[src/rtl/pipeline_hazard_ctrl_pkg.sv]
// Shared state encoding and forwarding-select codes for the pipeline hazard controller.
// Latency: n/a (types only). Backpressure: n/a.
package pipeline_ctrl_pkg;

  typedef enum logic [1:0] {
    RUN       = 2'd0,
    LD_BUBBLE = 2'd1,
    REDIRECT  = 2'd2,
    MEM_WAIT  = 2'd3
  } ctrl_state_e;

  localparam logic [1:0] FWD_RF  = 2'b00;
  localparam logic [1:0] FWD_EX  = 2'b01;
  localparam logic [1:0] FWD_MEM = 2'b10;
  localparam logic [1:0] FWD_WB  = 2'b11;

endpackage

[src/rtl/forward_unit.sv]
// Decode-stage operand forwarding selects; the youngest in-flight producer wins.
// Latency: purely combinational. Backpressure: none.
module forward_unit
  import pipeline_ctrl_pkg::*;
#(
  parameter int RegAddress = 5
) (
  input  logic                  id_valid,
  input  logic [RegAddress-1:0] id_rs1,
  input  logic [RegAddress-1:0] id_rs2,
  input  logic                  id_use_rs1,
  input  logic                  id_use_rs2,
  input  logic                  ex_valid,
  input  logic                  ex_load,
  input  logic                  ex_reg_write,
  input  logic [RegAddress-1:0] ex_rd,
  input  logic                  mem_valid,
  input  logic                  mem_reg_write,
  input  logic [RegAddress-1:0] mem_rd,
  input  logic                  wb_valid,
  input  logic                  wb_reg_write,
  input  logic [RegAddress-1:0] wb_rd,
  output logic [1:0]            fwd_a_sel,
  output logic [1:0]            fwd_b_sel
);

  logic ex_src, mem_src, wb_src;

  // A load in EX has no data yet; that case is covered by the load-use bubble.
  assign ex_src  = ex_valid & ex_reg_write & ~ex_load;
  assign mem_src = mem_valid & mem_reg_write;
  assign wb_src  = wb_valid & wb_reg_write;

  function automatic logic [1:0] pick(
    input logic [RegAddress-1:0] rs,
    input logic                  use_rs,
    input logic                  live_id,
    input logic                  ex_ok,
    input logic                  mem_ok,
    input logic                  wb_ok,
    input logic [RegAddress-1:0] exr,
    input logic [RegAddress-1:0] memr,
    input logic [RegAddress-1:0] wbr
  );
    logic live;
    live = live_id & use_rs & (rs != '0);
    if (live & ex_ok & (exr == rs))   return FWD_EX;
    if (live & mem_ok & (memr == rs)) return FWD_MEM;
    if (live & wb_ok & (wbr == rs))   return FWD_WB;
    return FWD_RF;
  endfunction

  assign fwd_a_sel = pick(id_rs1, id_use_rs1, id_valid, ex_src, mem_src, wb_src, ex_rd, mem_rd, wb_rd);
  assign fwd_b_sel = pick(id_rs2, id_use_rs2, id_valid, ex_src, mem_src, wb_src, ex_rd, mem_rd, wb_rd);

endmodule

[src/rtl/pipeline_hazard_ctrl.sv]
// Hazard/sequencing controller: stall, flush and forwarding selects for the 5-stage RV32I pipeline.
// Latency: outputs combinational from state+inputs, state on clk. Backpressure: a dmem wait freezes every stage.
module pipeline_hazard_ctrl
  import pipeline_ctrl_pkg::*;
#(
  parameter int RegAddress  = 5,
  parameter int FlushCycles = 2,
  parameter int MemWaitMax  = 15
) (
  input  logic                  clk,
  input  logic                  rst,
  input  logic                  id_valid,
  input  logic [RegAddress-1:0] id_rs1,
  input  logic [RegAddress-1:0] id_rs2,
  input  logic                  id_use_rs1,
  input  logic                  id_use_rs2,
  input  logic                  ex_valid,
  input  logic                  ex_load,
  input  logic                  ex_reg_write,
  input  logic [RegAddress-1:0] ex_rd,
  input  logic                  mem_valid,
  input  logic                  mem_reg_write,
  input  logic [RegAddress-1:0] mem_rd,
  input  logic                  wb_valid,
  input  logic                  wb_reg_write,
  input  logic [RegAddress-1:0] wb_rd,
  input  logic                  redirect,
  input  logic                  dmem_req,
  input  logic                  dmem_ready,
  output logic                  pc_stall,
  output logic                  if_id_stall,
  output logic                  id_ex_stall,
  output logic                  ex_mem_stall,
  output logic                  if_id_flush,
  output logic                  id_ex_flush,
  output logic [1:0]            fwd_a_sel,
  output logic [1:0]            fwd_b_sel,
  output logic                  mem_timeout,
  output logic [1:0]            ctrl_state
);

  localparam logic [2:0] FLUSH_RELOAD = 3'(FlushCycles - 1);
  localparam logic [7:0] WAIT_MAX     = 8'(MemWaitMax);

  ctrl_state_e state, state_nxt;
  logic [2:0]  flush_cnt, flush_nxt;
  logic [7:0]  wait_cnt, wait_nxt;
  logic        timeout_nxt;
  logic        stall_all, stall_front, flush_ifid, flush_idex;
  logic        mem_busy, redir, hit_rs1, hit_rs2, load_use;
  logic [1:0]  fwd_a_raw, fwd_b_raw;

  assign mem_busy = dmem_req & ~dmem_ready;
  assign redir    = redirect & ex_valid;
  assign hit_rs1  = id_valid & id_use_rs1 & (ex_rd == id_rs1) & (ex_rd != '0);
  assign hit_rs2  = id_valid & id_use_rs2 & (ex_rd == id_rs2) & (ex_rd != '0);
  assign load_use = ex_valid & ex_load & ex_reg_write & (hit_rs1 | hit_rs2);

  always_comb begin
    state_nxt   = state;
    flush_nxt   = flush_cnt;
    wait_nxt    = wait_cnt;
    timeout_nxt = mem_timeout;
    stall_all   = 1'b0;
    stall_front = 1'b0;
    flush_ifid  = 1'b0;
    flush_idex  = 1'b0;
    if (state == MEM_WAIT) begin
      // A redirect held during the wait is picked up in the first RUN cycle.
      if (mem_busy) begin
        stall_all   = 1'b1;
        wait_nxt    = (wait_cnt < WAIT_MAX) ? wait_cnt + 8'd1 : WAIT_MAX;
        timeout_nxt = mem_timeout | (wait_nxt == WAIT_MAX);
      end else begin
        state_nxt = RUN;
        wait_nxt  = '0;
      end
    end else if (mem_busy) begin
      stall_all   = 1'b1;
      state_nxt   = MEM_WAIT;
      wait_nxt    = 8'd1;
      flush_nxt   = '0;
      timeout_nxt = mem_timeout | (WAIT_MAX == 8'd1);
    end else if (redir) begin
      // Younger instructions are squashed, so a coincident load-use needs no stall.
      flush_ifid = 1'b1;
      flush_idex = 1'b1;
      if (FlushCycles > 1) begin
        state_nxt = REDIRECT;
        flush_nxt = FLUSH_RELOAD;
      end else begin
        state_nxt = RUN;
      end
    end else if (state == REDIRECT) begin
      flush_ifid = 1'b1;
      flush_nxt  = flush_cnt - 3'd1;
      if (flush_cnt == 3'd1) state_nxt = RUN;
    end else if ((state == RUN) && load_use) begin
      stall_front = 1'b1;
      flush_idex  = 1'b1;
      state_nxt   = LD_BUBBLE;
    end else begin
      state_nxt = RUN;
    end
  end

  always_ff @(posedge clk or negedge rst) begin
    if (!rst) begin
      state       <= RUN;
      flush_cnt   <= '0;
      wait_cnt    <= '0;
      mem_timeout <= 1'b0;
    end else begin
      state       <= state_nxt;
      flush_cnt   <= flush_nxt;
      wait_cnt    <= wait_nxt;
      mem_timeout <= timeout_nxt;
    end
  end

  forward_unit #(
    .RegAddress(RegAddress)
  ) u_fwd (
    .id_valid     (id_valid),
    .id_rs1       (id_rs1),
    .id_rs2       (id_rs2),
    .id_use_rs1   (id_use_rs1),
    .id_use_rs2   (id_use_rs2),
    .ex_valid     (ex_valid),
    .ex_load      (ex_load),
    .ex_reg_write (ex_reg_write),
    .ex_rd        (ex_rd),
    .mem_valid    (mem_valid),
    .mem_reg_write(mem_reg_write),
    .mem_rd       (mem_rd),
    .wb_valid     (wb_valid),
    .wb_reg_write (wb_reg_write),
    .wb_rd        (wb_rd),
    .fwd_a_sel    (fwd_a_raw),
    .fwd_b_sel    (fwd_b_raw)
  );

  // Outputs are forced quiet for as long as reset is held.
  assign pc_stall     = rst & (stall_all | stall_front);
  assign if_id_stall  = rst & (stall_all | stall_front);
  assign id_ex_stall  = rst & stall_all;
  assign ex_mem_stall = rst & stall_all;
  assign if_id_flush  = rst & flush_ifid;
  assign id_ex_flush  = rst & flush_idex;
  assign fwd_a_sel    = rst ? fwd_a_raw : FWD_RF;
  assign fwd_b_sel    = rst ? fwd_b_raw : FWD_RF;
  assign ctrl_state   = state;

endmodule

[config.mk]
export PLATFORM = sky130hd
export DESIGN_NAME = pipeline_hazard_ctrl
export DESIGN_NICKNAME = d
export VERILOG_FILES = /design/src/rtl/pipeline_hazard_ctrl_pkg.sv /design/src/rtl/forward_unit.sv /design/src/rtl/pipeline_hazard_ctrl.sv
export SDC_FILE = /design/constraint.sdc
export NUM_CORES = 1
export LEC_CHECK = 0
export ABC_AREA = 1
export CORE_MARGIN = 8
export CORE_UTILIZATION = 49
export CTS_BUF_LIST = sky130_fd_sc_hd__clkbuf_4
export CTS_CLUSTER_DIAMETER = 30
export DETAILED_ROUTE_END_ITERATION = 6
export MAX_ROUTING_LAYER = met4
export PLACE_DENSITY_LB_ADDON = 0.08
export SLEW_MARGIN = 30
export SYNTH_ARGS = -nofsm -noshare
export SYNTH_HDL_FRONTEND = slang
export SYNTH_HIERARCHICAL = 1
export SYNTH_SLANG_ARGS = --single-unit
export TNS_END_PERCENT = 100
[constraint.sdc]
create_clock -name clk -period 1.6 [get_ports clk]
set_clock_uncertainty 0.2 [all_clocks]
set_input_delay 0.16 -clock clk [delete_from_list [all_inputs] [get_ports clk]]
set_output_delay 0.16 -clock clk [all_outputs]
set_load 0.02 [all_outputs]
==> results_dict.tcl, run 1 <==
set metrics [dict create \
    run_status "finished, violations left" \
    violations "setup timing" \
    slew_headroom_pct 71.1 \
    netlist_area_um2 1720 \
    fin_ws_ns -0.255 \
    maxCapViolations 0 \
    drive_gt1_share_pct 42.1 \
    hold_class "input port to async pin" \
    die_area_um2 5660 \
    ios 53 \
    die_w_um 75.2 \
    pwr-share-seq_pct 31.4 \
    syn_area_per_cell_um2 5.60 \
    antenna_found_initial 0 \
    crit_fanout 2 \
    grt_pass1_wl_um 8740 \
    gp_congestion 0.905 \
    period_needed_ns 1.85 \
    clockBufferDepth 2 \
    crit_type "flop to output pin" \
    wire_per_inst_um 12.3 \
    use_met1_pct 24.8 \
    ant_nets 0 \
    grt_pass1_vias 2145 \
    r2r_slack_ns 0.08 \
    rsz0062_at_grt "yes" \
    drt_first_pass_iters 4 \
    synth_top_family_by_area "simple AND/OR/NAND/NOR gates" \
    p_leak_uw 0.00149 \
    p_int_uw 830 \
    async_flop_share_pct 100 \
    vias 2128 \
    die_h_um 75.2 \
    rr_worst_depth 9 \
    use_met3_pct 3.73 \
    clock_sinks 14 \
    setup_viol 4 \
    fin_area_um2 2670 \
    synthToLayoutAreaGrowth_pct 55.4 \
    drc 0 \
    ys_seq_area_share_pct 20.4 \
    max_slew.worst_pin.slew_ns 0.431 \
    power_uw 1370 \
    cp.required_ns 1.24 \
    wirelength_um 5400 \
    grt_overflow 0 \
    report.final.slew_viol_count 0 \
    worst_ep_arrival_time_ns 1.49 \
    synth_compound_area_share_pct 8.89 \
    synthMuxAreaShare_pct 0 \
    r2r-start "ctrl_state[1]" \
    start_util_pct 51.1 \
    utilization_pct 79.4 \
    p_per_area_nw_per_um2 512 \
    p_switching_uw 538 \
    dp_hpwl_um 4190 \
    grt_max_degree 11 \
    synth_cell_types 27 \
    ys_seq_elements 14 \
    layout_commonest_cell "nand2_1" \
    ir_worst_vdd_mv 0.399 \
    worstReg2RegEnd "ctrl_state[0]" \
    power_switching_share_pct 39.3 \
    synth_edf_count 0 \
    place_area_um2 2510 \
    cts_made_buffers 3 \
    rows 21 \
    pwr-share-clk_pct 15.4 \
    grtUsageTotal_pct 20.0 \
    post-route-period-util_pct 116 \
    ys.flop_type "dfrtp_1" \
    max_freq_ghz 0.539 \
    htree_levels 1 \
    busiest_layer "met2" \
    grt_use_met2_pct 32.9 \
    cts_tree "done" \
    hold_viol_final 0 \
    syn_nets 350 \
    path_clk_slew_ns 0.09 \
    num-nets-final 438 \
    dpl_worst_slack_ns -0.993 \
    end_kind "output pin" \
    yosysWarnings 6 \
    p_comb_share_pct 53.2 \
    cts_root_buffer "clkbuf_4" \
    insertion_delay_ns 0.28 \
    synth_xor_area_share_pct 8.67 \
    start_kind "flop" \
    diodes 0 \
    yosys.area_share.adder_pct 2.18 \
    via_per_inst 4.84 \
    core_um2 3360 \
    synth-simple-area-share_pct 44.5 \
    layout_common_cells "nand2_1 (84), buf_4 (36), inv_1 (32), nor2_1 (30), inv_2 (27)" \
    place.port_buffers 52 \
    drtIter0Drc 138 \
    synthCells 307 \
]
==> layer usage <==
metal / share of wire (%) / vias to the layer above
met5: 0 / -
met4: 1.4 / 0
met2: 49 / 63
met1: 45 / 946
li1: - / 1109
met3: 4.6 / 10
==> stage by stage <==
step           hold WS, ns  cells  setup TNS, ns
3_5_place_dp         0.263    433          -8.51
6_report           0.00804    440         -0.788
2_1_floorplan       -0.336    307              0
5_1_grt             0.0257    440          -1.35
4_1_cts            0.00241    440         -0.702
3_3_place_gp         0.261    433          -8.27
==> sequential cells by signal (all words and copies together) (netlist names) <==
name         flops
mem_timeout      1
ctrl_state       2
flush_cnt        3
wait_cnt         8
==> cell usage after synthesis, types with 2 or more instances <==
library cell  count  area, um^2
xnor2_1           9        78.8
o22ai_1           2        12.5
a21oi_2           3        26.3
a21oi_1           5        25.0
nand3_1          20         100
nand4_1           4        25.0
o21ai_1           5        25.0
clkinv_1          3        11.3
nand2_2           4        25.0
buf_4             2        15.0
ha_1              3        37.5
inv_2            12        45.0
o21ai_0           6        30.0
nand3_2           2        20.0
nor2_2           11        68.8
nand2_1          97         364
inv_1            50         188
nor2_1           40         150
xor2_1            8        70.1
dfrtp_1          14         350
==> cells by family (layout without fill, tap and decap cells) <==
family,after synthesis,in the layout
XOR/XNOR,17,17
buffers and inverters,68,155
flip-flops,14,14
adder cells (fa/ha/maj),3,3
AO/OA/AOI/OAI,25,25
AND/OR/NAND/NOR,180,180
==> power by group through the flow <==
stage	Sequential [uW]	Clock [uW]	Combinational [uW]
floorplan	447	0	336
global placement	433	0	663
detailed placement	434	0	678
CTS	428	215	659
global route	434	235	805
finish	430	211	727
==> worst max path at each step <==
stage                  startpoint           end  slack, ns  depth (start not counted)
global placement        id_rs2[4]  fwd_b_sel[1]      -0.94                         10
finish              ctrl_state[1]   id_ex_flush      -0.25                          8
detailed placement      id_rs2[4]  fwd_b_sel[1]      -0.99                         10
floorplan           ctrl_state[0]      pc_stall       0.02                          6
CTS                 ctrl_state[1]   id_ex_flush      -0.22                          8
global route        ctrl_state[1]   id_ex_flush      -0.36                          8
==> critical path, stage by stage, from the launching register on <==
cell     delay, ns
dfrtp_2       0.41
inv_2         0.07
nand2_2       0.05
nor2_2        0.11
nand3_2       0.09
nor2_4        0.11
nand2_2       0.08
a21oi_2       0.14
buf_4         0.16
==> repair_timing <==
item,4_1_cts,5_1_grt
resized for setup,181,107
setup endpoints to repair,13,14
hold buffers,0,0
pin swaps,26,45
buffers inserted,4,2
==> layout make-up <==
class	instances	area (um^2)
Multi-Input combinational cell	225	1260
Timing Repair Buffer	86	721
Fill cell	278	693
Sequential cell	14	352
Inverter	65	254
Tap cell	46	57.6
Clock buffer	3	22.5
Clock inverter	1	3.75
Power figures use the tool's default switching activity.
==> run 2, diff against run 1 <==
--- a/config.mk
+++ b/config.mk
@@ -13,6 +13,8 @@
 export DETAILED_ROUTE_END_ITERATION = 6
 export MAX_ROUTING_LAYER = met4
 export PLACE_DENSITY_LB_ADDON = 0.08
+export REMOVE_ABC_BUFFERS = 1
+export SKIP_CTS_REPAIR_TIMING = 1
 export SLEW_MARGIN = 30
 export SYNTH_ARGS = -nofsm -noshare
 export SYNTH_HDL_FRONTEND = slang
==> run 2 against run 1 <==
Against the previous run: largest power group unchanged; sequential share of layout area down 0.16 points; clock-buffer cell count did not move; final cell count up 0.68%; register-to-register slack about the same; global-route usage is 0.57 points higher; design area is 0.89% higher; the run still ends with setup timing left; flip-flop and latch count is the same; clock power increased by 2%; via count up 3.9%; critical path depth is the same; first-iteration DRC count is 33% higher.
==> results_dict.tcl, run 2 (synthesized netlist as in run 1, its figures left out) <==
set metrics [dict create \
    diodes 0 \
    slowest_delay_ns 0.41 \
    rsz0062_at_grt "yes" \
    wire_per_inst_um 13.3 \
    crit_fanout 3 \
    rows 21 \
    p_per_area_nw_per_um2 510 \
    whs_ns 0.0396 \
    end_kind "output pin" \
    drt_first_pass_iters 5 \
    drive_gt1_share_pct 37.5 \
    max_freq_ghz 0.546 \
    vias 2212 \
    regMostFlops "wait_cnt" \
    maxCapViolations 0 \
    cp.required_ns 1.24 \
    setup_viol 6 \
    grt_max_degree 19 \
    synthToLayoutAreaGrowth_pct 56.8 \
    dp_hpwl_um 4390 \
    crit_slowest_cell "dfrtp_1" \
    path_cells "inv_2 -> nand2_2 -> nor2_2 -> nand3_2 -> nor2_4 -> nand2_2 -> a21oi_2 -> buf_6" \
    post-route-period-util_pct 115 \
    layout_commonest_cell "nand2_1" \
    place_area_um2 2490 \
    run_status "finished, violations left" \
    rr_worst_depth 6 \
    wirelength_um 5910 \
    crit_start "ctrl_state[1]" \
    crit_cells 8 \
    fin_area_um2 2690 \
    drtIter0Drc 183 \
    place.port_buffers 52 \
    period_needed_ns 1.83 \
    path_clk_slew_ns 0.09 \
    num-nets-final 441 \
    hold_viol_final 0 \
    r2r-start "wait_cnt[0]" \
    gp_congestion 0.872 \
    r2r_slack_ns 0.07 \
    ant_nets 0 \
    grt_pass1_wl_um 9100 \
    hold_class "input port to async pin" \
    core_um2 3360 \
    grt_overflow 0 \
    drc 0 \
    die_h_um 75.2 \
    ios 53 \
    fin_ws_ns -0.233 \
    worst_ep_arrival_time_ns 1.47 \
    instances_no_fill 443 \
    htree_levels 1 \
    max_slew.worst_pin.slew_ns 0.424 \
    num-fill-cells 268 \
    critPathTopFamily "flip-flops" \
    cts_tree "done" \
    largest_reg_flops 8 \
    dp_cells 431 \
    grtUsageTotal_pct 20.6 \
    slew_headroom_pct 71.5 \
    ir_worst_vdd_mv 0.435 \
    regArea_um2 350 \
    clock_sinks 14 \
    via_per_inst 4.99 \
    antenna_found_initial 0 \
    clockBufferDepth 2 \
    path_buf_inv 2 \
    dpl_worst_slack_ns -0.973 \
    cts_root_buffer "clkbuf_4" \
    layout_common_cells "nand2_1 (87), buf_4 (40), inv_1 (37), nor2_1 (31), inv_2 (26)" \
    report.final.slew_viol_count 0 \
    multiInputGateArea_um2 1240 \
    cts_made_buffers 3 \
    start_util_pct 51.1 \
    violations "setup timing" \
    crit_type "flop to output pin" \
    insertion_delay_ns 0.29 \
    die_w_um 75.2 \
    grt_pass1_vias 2060 \
    cpMostUsedCell "nand2_2" \
    start_kind "flop" \
    p_leak_uw 0.00161 \
    die_area_um2 5660 \
]
## run 2: cell types whose count changed in the layout (fill, tap and decap cells not counted), sizes merged
cell,before,now
buf,65,59
dlygate4sd2,5,0
clkdlybuf4s15,1,0
dlymetal6s2s,2,15
clkdlybuf4s50,3,4
clkbuf,13,14
## run 2: final cells by class
| type | instances | area share, % |
|---|---|---|
| Tap cell | 46 | 2.14 |
| Clock buffer | 3 | 0.836 |
| Timing Repair Buffer | 89 | 28.8 |
| Clock inverter | 1 | 0.139 |
| Multi-Input combinational cell | 225 | 46.0 |
| Sequential cell | 14 | 13.0 |
| Inverter | 65 | 9.06 |
## run 2: worst register-to-register path: cells and delay by family, from the launching register on
family / cells / cell delay (ns)
adders and majority gates: 1 / 0.21
and+or+nand+nor: 4 / 0.40
DFF: 1 / 0.42
AOI/OAI and AO/OA: 1 / 0.19
## run 2: metal layers
metal  GRT usage (%)  up-vias  part of all wire [%]
met1            25.7      989                    43
met3            3.60       15                   6.7
li1                -     1103                     -
met4            3.20        0                   1.8
met5               -        -                     0
met2            34.3      105                    49
## run 2: worst paths after layout
kind / endpoint
min: wait_cnt[6]
max: id_ex_flush
max reg2reg: wait_cnt[0]
min in group clk: ctrl_state[0]
min reg2reg: mem_timeout
max in group asynchronous: ctrl_state[1]
## run 2: metrics by stage
stage / util (%) / TNS, ns / total power, uW
finish: 80.1 / -0.699 / 1370
global route: 80.1 / -1.55 / 1480
CTS: 74.9 / -8.09 / 1300
detailed placement: 74.1 / -8.46 / 1080
global placement: 74.1 / -8.10 / 1070
floorplan: - / -0.221 / 774
## run 2: power by group
part / leakage (uW) / total [uW] / internal, uW / switching, uW
Sequential: 0.000187 / 433 / 400 / 33.7
Clock: 0.0000154 / 216 / 90.6 / 125
Combinational: 0.00141 / 724 / 334 / 390
Total: 0.00161 / 1370 / 824 / 549
